<file path="config.mk">
export PLATFORM = sky130hd
export DESIGN_NAME = uart_rx
export DESIGN_NICKNAME = d
export VERILOG_FILES = /design/src/rtl/uart_rx.sv
export SDC_FILE = /design/constraint.sdc
export NUM_CORES = 1
export LEC_CHECK = 0
export BUFFER_PORTS_ARGS = -buffer_cell sky130_fd_sc_hd__buf_2
export CORE_MARGIN = 8
export CORE_UTILIZATION = 60
export CTS_CLUSTER_DIAMETER = 40
export DETAILED_ROUTE_END_ITERATION = 7
export PLACE_DENSITY = 0.82
export SLEW_MARGIN = 20
export SYNTH_ARGS = -nofsm -noshare
export SYNTH_HDL_FRONTEND = slang
export SYNTH_SLANG_ARGS = --single-unit
</file>
<file path="constraint.sdc">
create_clock -name clk -period 5.7 [get_ports clk]
set_input_delay 0.285 -clock clk [delete_from_list [all_inputs] [get_ports clk]]
set_output_delay 0.285 -clock clk [all_outputs]
set_load 0.05 [all_outputs]
</file>
<file path="src/rtl/uart_rx.sv">
`timescale 1ns/1ps
// -----------------------------------------------------------------------------
// uart_rx -- oversampled UART receiver (start, DATA_WIDTH bits LSB first,
// optional parity, one stop bit).
//
// Every bit lasts Prescale clocks. Each bit is decided by a 2-of-3 majority of
// the samples taken at edge counts Prescale/2-1, Prescale/2 and Prescale/2+1.
// The receiver returns to IDLE at the stop-bit decision point, so a start bit
// that follows a single-period stop bit is still caught.
//
// Optional build macro:
//   RX_SYNC_EN  RX_IN passes through a 2-flop synchronizer (reset value 1)
//               before any logic. All latencies grow by 2 clks.
//               When undefined, RX_IN must already be synchronous to clk.
//
// Ports:
//   clk           system clock, Prescale x bit rate
//   rst           asynchronous active-low reset
//   RX_IN         serial line, idle high
//   PAR_EN        1 = parity bit present (latched at start of frame)
//   PAR_TYP       0 = even, 1 = odd parity (latched at start of frame)
//   Prescale      clocks per bit, even and >= 6 (latched at start of frame)
//   P_DATA        last good byte, held until the next good frame
//   Data_Valid    one-cycle strobe, P_DATA just updated
//   parity_error  one-cycle strobe, parity mismatch, frame dropped
//   stop_error    one-cycle strobe, stop bit sampled 0, frame dropped
// -----------------------------------------------------------------------------
module uart_rx #(
  parameter int DATA_WIDTH = 8,
  parameter int PRESCALE_W = 6
) (
  input  logic                  clk,
  input  logic                  rst,
  input  logic                  RX_IN,
  input  logic                  PAR_EN,
  input  logic                  PAR_TYP,
  input  logic [PRESCALE_W-1:0] Prescale,
  output logic [DATA_WIDTH-1:0] P_DATA,
  output logic                  Data_Valid,
  output logic                  parity_error,
  output logic                  stop_error
);

  localparam int BCW = (DATA_WIDTH > 1) ? $clog2(DATA_WIDTH) : 1;
  localparam logic [PRESCALE_W-1:0] C_ONE      = 1;
  localparam logic [BCW-1:0]        C_BONE     = 1;
  localparam logic [BCW-1:0]        C_LAST_BIT = BCW'(DATA_WIDTH - 1);

  typedef enum logic [2:0] {
    S_IDLE,
    S_START,
    S_DATA,
    S_PARITY,
    S_STOP
  } state_t;

  // ---------------------------------------------------------------------------
  // Input conditioning
  // ---------------------------------------------------------------------------
  logic w_rx;

`ifdef RX_SYNC_EN
  logic r_sync1;
  logic r_sync2;

  // Reset to 1 so the synchronizer itself never fakes a start bit.
  always_ff @(posedge clk or negedge rst) begin
    if (!rst) begin
      r_sync1 <= 1'b1;
      r_sync2 <= 1'b1;
    end else begin
      r_sync1 <= RX_IN;
      r_sync2 <= r_sync1;
    end
  end

  assign w_rx = r_sync2;
`else
  assign w_rx = RX_IN;
`endif

  // ---------------------------------------------------------------------------
  // State
  // ---------------------------------------------------------------------------
  state_t                r_state;
  logic [PRESCALE_W-1:0] r_edge_cnt;
  logic [BCW-1:0]        r_bit_cnt;
  logic                  r_s0;
  logic                  r_s1;
  logic [DATA_WIDTH-1:0] r_shift;
  logic                  r_par_err;
  logic                  r_par_en;
  logic                  r_par_typ;
  logic [PRESCALE_W-1:0] r_prescale;
  logic [DATA_WIDTH-1:0] r_p_data;
  logic                  r_data_valid;
  logic                  r_parity_error;
  logic                  r_stop_error;

  // Sample points derive from the latched Prescale, so a mid-frame change on
  // the input cannot move them.
  logic [PRESCALE_W-1:0] w_half;
  logic [PRESCALE_W-1:0] w_pt_first;
  logic [PRESCALE_W-1:0] w_pt_dec;
  logic [PRESCALE_W-1:0] w_pt_last;
  logic                  w_at_dec;
  logic                  w_at_end;
  logic                  w_maj;

  assign w_half     = r_prescale >> 1;
  assign w_pt_first = w_half - C_ONE;
  assign w_pt_dec   = w_half + C_ONE;
  assign w_pt_last  = r_prescale - C_ONE;
  assign w_at_dec   = (r_edge_cnt == w_pt_dec);
  assign w_at_end   = (r_edge_cnt == w_pt_last);

  // Third sample is the live line value at the decision count.
  assign w_maj = (r_s0 & r_s1) | (r_s0 & w_rx) | (r_s1 & w_rx);

  // ---------------------------------------------------------------------------
  // Receiver FSM with registered outputs
  // ---------------------------------------------------------------------------
  // NOTE: every register here uses <= so all updates in one edge see the
  // values from before that edge; a blocking = would let later statements
  // observe half-updated state and the simulation would no longer match
  // the synthesized flops.
  always_ff @(posedge clk or negedge rst) begin
    if (!rst) begin
      r_state        <= S_IDLE;
      r_edge_cnt     <= '0;
      r_bit_cnt      <= '0;
      r_s0           <= 1'b1;
      r_s1           <= 1'b1;
      r_shift        <= '0;
      r_par_err      <= 1'b0;
      r_par_en       <= 1'b0;
      r_par_typ      <= 1'b0;
      r_prescale     <= '0;
      r_p_data       <= '0;
      r_data_valid   <= 1'b0;
      r_parity_error <= 1'b0;
      r_stop_error   <= 1'b0;
    end else begin
      // Strobes default low, so each one is high for a single clk only.
      r_data_valid   <= 1'b0;
      r_parity_error <= 1'b0;
      r_stop_error   <= 1'b0;

      if (r_state != S_IDLE) begin
        if (r_edge_cnt == w_pt_first) r_s0 <= w_rx;
        if (r_edge_cnt == w_half)     r_s1 <= w_rx;
        r_edge_cnt <= w_at_end ? '0 : r_edge_cnt + C_ONE;
      end

      case (r_state)
        S_IDLE: begin
          r_edge_cnt <= '0;
          r_bit_cnt  <= '0;
          if (!w_rx) begin
            r_state    <= S_START;
            r_par_en   <= PAR_EN;
            r_par_typ  <= PAR_TYP;
            r_prescale <= Prescale;
            r_par_err  <= 1'b0;
          end
        end

        S_START: begin
          if (w_at_dec && w_maj) begin
            // Start bit did not hold low: treat as a glitch.
            r_state    <= S_IDLE;
            r_edge_cnt <= '0;
          end else if (w_at_end) begin
            r_state <= S_DATA;
          end
        end

        S_DATA: begin
          if (w_at_dec) r_shift <= {w_maj, r_shift[DATA_WIDTH-1:1]};
          if (w_at_end) begin
            if (r_bit_cnt == C_LAST_BIT) begin
              r_bit_cnt <= '0;
              r_state   <= r_par_en ? S_PARITY : S_STOP;
            end else begin
              r_bit_cnt <= r_bit_cnt + C_BONE;
            end
          end
        end

        S_PARITY: begin
          // Expected parity bit = XOR of data, inverted for odd parity.
          if (w_at_dec) r_par_err <= (w_maj != ((^r_shift) ^ r_par_typ));
          if (w_at_end) r_state <= S_STOP;
        end

        S_STOP: begin
          // Decide at mid-stop and leave immediately so a back-to-back start
          // edge at the end of this stop period is seen from IDLE.
          if (w_at_dec) begin
            r_state    <= S_IDLE;
            r_edge_cnt <= '0;
            if (!w_maj) begin
              r_stop_error <= 1'b1;
            end else if (r_par_en && r_par_err) begin
              r_parity_error <= 1'b1;
            end else begin
              r_p_data     <= r_shift;
              r_data_valid <= 1'b1;
            end
          end
        end

        default: begin
          r_state    <= S_IDLE;
          r_edge_cnt <= '0;
        end
      endcase
    end
  end

  assign P_DATA       = r_p_data;
  assign Data_Valid   = r_data_valid;
  assign parity_error = r_parity_error;
  assign stop_error   = r_stop_error;

endmodule

</file>
# == After elaboration in Yosys (flattened, before gate mapping) ==
# Index checks and enable logic that the tools add are counted.
# op_classes
add_sub_neg,5
eq_ne,17
muxes,31
bitwise_logic,8
n_reduce_logical,16
# ops
cell,n
two-way mux 3 bit,10
two-way mux 6 bit,4
equality test 6 bit,3
case mux 6 bit (3 select lines),1
case mux 3 bit (5 select lines),1
two-way mux 1 bit,13
"!= test 2 bit, second input constant",6
AND reduction 2 bit,5
XOR reduction 8 bit,1
"adder 5 x 1 -> 6 bit, second input constant",1
"adder 6 x 1 -> 6 bit, second input constant",1
"equality test 3 x 2 -> 1 bit, second input constant",2
"equality test 3 bit, second input constant",2
equality test 6 x 5 -> 1 bit,1
case mux 3 bit (2 select lines),1
AND reduction 6 bit,1
"subtractor 5 x 1 -> 6 bit, second input constant",1
"subtractor 6 x 1 -> 6 bit, second input constant",1
AND reduction 4 bit,1
nonzero test 2 bit,2
"adder 3 x 1 -> 3 bit, second input constant",1
bitwise AND 1 bit,3
"equality test 3 x 1 -> 1 bit, second input constant",1
logical NOT 3 bit,1
10 further kinds,13
# totals
regBits,42
out_inout_bits,11
elab_cells,91

# == Logic depth before layout (Yosys ltp) ==
# logic_depth
depth_word,6
depth_mapped,10
mapped_depth_nobuf,8

# == Worst setup path after synthesis ==
# No wires, ideal clock.
# synth_timing
path_kind,register to register
startpoint,reg r_prescale[2]
endpoint,reg r_state[1]
t_arrival_ns,2.160
t_required_ns,5.622
setup_slack_ns,3.463
stages_incl_launch_ff,10
n_path_buf,1
cell_sequence,dfrtp_1 -> buf_2 -> inv_1 -> ha_1 -> nor3b_1 -> nand2_1 -> xnor2_1 -> o2111ai_4 -> a2111o_1 -> a21oi_1
# synth_between
elab_chain_cells,5
elab_cells_between_ends,12
# synth_rtl
element,line,rtl
from (decl),94,logic [PRESCALE_W-1:0] r_prescale;
from (signal assigned),163,r_prescale <= Prescale;
adder 5 x 1 -> 6 bit,112,assign w_pt_dec = w_half + C_ONE;
equality test 6 bit,114,assign w_at_dec = (r_edge_cnt == w_pt_dec);
logical AND 1 bit,169,if (w_at_dec && w_maj) begin
!= test 3 bit (no line) or two-way mux 3 bit (tied branches),n/a,
AND reduction 6 bit (no line) or case mux 3 bit (5 select lines) (tied branches),n/a,
to (signal assigned),183,r_state <= r_par_en ? S_PARITY : S_STOP;
to (decl),85,state_t r_state;
# Parallel ways exist; a longest one is shown, timed or not.
# A chain may end at the register's enable or synchronous reset.

# == Worst setup path in the final report ==
# layout_timing
startpoint,reg r_prescale[2]
endpoint,reg r_shift[5]
# layout_between
elab_chain_cells,3
# layout_rtl
element,line,rtl
adder 5 x 1 -> 6 bit,112,
equality test 6 bit,114,
AND reduction 2 bit (no line),n/a,
to (signal assigned),179,"if (w_at_dec) r_shift <= {w_maj, r_shift[DATA_WIDTH-1:1]};"
to (decl),90,logic [DATA_WIDTH-1:0] r_shift;
# Every way passes these cells.

==> impl_metrics.ini <==
[worst_setup_path]
cp_data_required_time_ps = 5880
path_buf_inv = 1
reg2reg_slack_ps = 3080
cp.arrival_ps = 2800
crit_family = simple AND/OR/NAND/NOR gates
cpPeakStageDelay_ps = 480
reg2regPathDepth = 8
crit_chain = inv_1 -> ha_1 -> xor2_1 -> nor2_1 -> nand4_2 -> nor2_4 -> and3_1 -> mux2_2
crit_fanout = 9
worstReg2RegEnd = r_shift[5]
crit_path_start_kind = flip-flop
worstSetupPathType = reg2reg
rr_startpoint = r_prescale[2]
cp_slowest_cell = dfrtp_1
crit_path_end_kind = flip-flop

[route]
wl_per_cell_um = 15.99
viasPerCell = 5.801
drc = 0
wl_um = 4589
first_pass_iters = 4
vias = 1665
drt_first_iter_violations = 114
drtAntennaViolNets = 0

[synth]
ys_async_sr_fraction_pct = 100.0
synth_nets = 236
synth_area_per_cell_um2 = 11.13
synth_area_leader_cell = dfrtp_1
synth_top_area_share_pct = 41.26
synthTopCellsByArea = dfrtp_1 41%, mux2_2 9.7%, xnor2_1 5.8%
synth_seq_area_share_pct = 43.42
synthCells = 218
synth_seq_cells = 42
synth_enable_flop_cells = 0
synth_flop_cell = dfrtp_1
synth_area_um2 = 2426
ys.warnings.count = 0
ys_types = 55

[clock_tree]
cts_sinks = 42
root_buffer = clkbuf_8
cts.clk_slew.worst_paths_ps = 80
post-cts-setup-buffer-count = 0
cts_buffers = 5
insertion_delay_ps = 300
h-tree-depth = 2
cts.path.max_buffers = 2
ctsResizeCount = 0
cts_tree = done
hold_buffers = 0

[floorplanning]
die_w_um = 79.59
initial_utilization_pct = 61.54
fp.coreArea_um2 = 3943
die_height_um = 79.59
dieArea_um2 = 6335
io_pins = 22
rows = 23

[global_route]
grt_util_all_layers_pct = 15.62
overflow = 0
grt_start_max_net_pins = 43
grt_pass1_wl_um = 7969
grt_pass1_vias = 1664
grt_antenna_before_repair = 0

[place]
gp_congestion = 0.9002
hpwl_um = 3281
portBuffers = 21

[cells_and_area]
num-nets-final = 254
n_antenna_cell = 0
synthToLayoutAreaGrowth_pct = 7.942
layout-drive-gt1-share_pct = 27.85
layout_common_cells = 40 x dfrtp_1, 21 x mux2_2, 21 x buf_2
final_common_cell = dfrtp_1

[pwr]
p_leak_nw = 1.242
finalPower_w = 0.001329
powerDensity_nw_per_um2 = 507.3
ir_drop_mv = 0.3116

[timing]
worst_pin_slew_ps = 929.9
final.setup.tns_ps = 0
timing.slew.headroom_pct = 38.00
hold_violations = 0
slew_viol_final = 0
clock.fmax_mhz = 382.2
setup_viol = 0
fin_crit_sh_pct = 45.90
final.setup_skew_ps = 9.972
rsz0062_at_grt = no
final.min_clock_period_ps = 2616

[outcome]
status = finished clean

[worst_hold_path]
hp-class = in2async

[flow_run]
drv_cap = 0
[how the worst max path moves through the flow]
stage	from	endpoint	slack [ps]	cells after the start
global route	r_prescale[2]	r_shift[5]	2910	8
finish	r_prescale[2]	r_shift[5]	3080	8
CTS	r_prescale[2]	r_shift[5]	3100	8
global placement	r_prescale[2]	r_shift[3]	3230	8
floorplan	r_prescale[2]	r_state[1]	3460	9
detailed placement	r_prescale[2]	r_shift[5]	3130	8
[synthesized netlist by cell type, types with 4 or more instances]
| cell type | number |
|---|---|
| nand2b_1 | 4 |
| mux2_2 | 21 |
| xnor2_1 | 16 |
| inv_1 | 8 |
| nor2_1 | 14 |
| nand3_1 | 5 |
| clkbuf_1 | 4 |
| a21oi_1 | 6 |
| ha_1 | 7 |
| dfrtp_1 | 40 |
| o21ai_0 | 8 |
| nand2_1 | 13 |
| xor2_1 | 13 |
[per-layer routing]
layer	global-route usage [%]	wire length [um]	part of all wire (%)	vias up
li1	-	-	-	799
met1	19.66	2196	48	807
met2	24.86	2099	46	49
met3	4.617	228	5.0	10
met4	5.370	65	1.4	0
met5	0	0	0	-
[stage by stage]
step / setup slack, ps / cell area, um^2 / util, % / instances / hold slack [ps]
5_1_grt: 2909 / 2619 / 66.42 / 287 / 199.0
6_report: 3084 / 2619 / 66.42 / 287 / 127.4
4_1_cts: 3102 / 2619 / 66.42 / 287 / 163.4
3_5_place_dp: 3131 / 2524 / 64.01 / 279 / 484.3
2_1_floorplan: 3463 / 2426 / - / 218 / -10.59
3_3_place_gp: 3233 / 2524 / 64.01 / 279 / 469.9
[cells by family after synthesis]
| logic type | Yosys count | share of synthesized area [%] |
|---|---|---|
| flops | 42 | 43.42 |
| compound gates | 31 | 9.645 |
| fa+ha+maj | 8 | 4.023 |
| simple gates | 63 | 15.73 |
| xor+xnor | 29 | 10.47 |
| buf+inv | 19 | 4.435 |
| mux | 26 | 12.27 |
[report_power, final]
part	switching, W	internal (W)
clock network	0.000106	0.000100
registers	0.000123	0.000378
logic	0.000341	0.000281
total	0.000570	0.000759
[layout make-up]
cell class	count	area [um^2]
sequential	42	1054
clock buffer	7	86.33
clock inverter	1	8.758
fill	315	1324
inverter	8	30.03
tap	50	62.56
multi-input combinational	157	1265
timing repair buffer	22	112.6
[registers in the layout, summed over array words and instances (netlist names), 3 cells and up]
| name | count |
|---|---|
| r_state | 3 |
| r_bit_cnt | 3 |
| P_DATA | 8 |
| r_shift | 8 |
| r_edge_cnt | 6 |
| r_prescale | 6 |
Note: power is estimated with default switching activity, not from simulation.
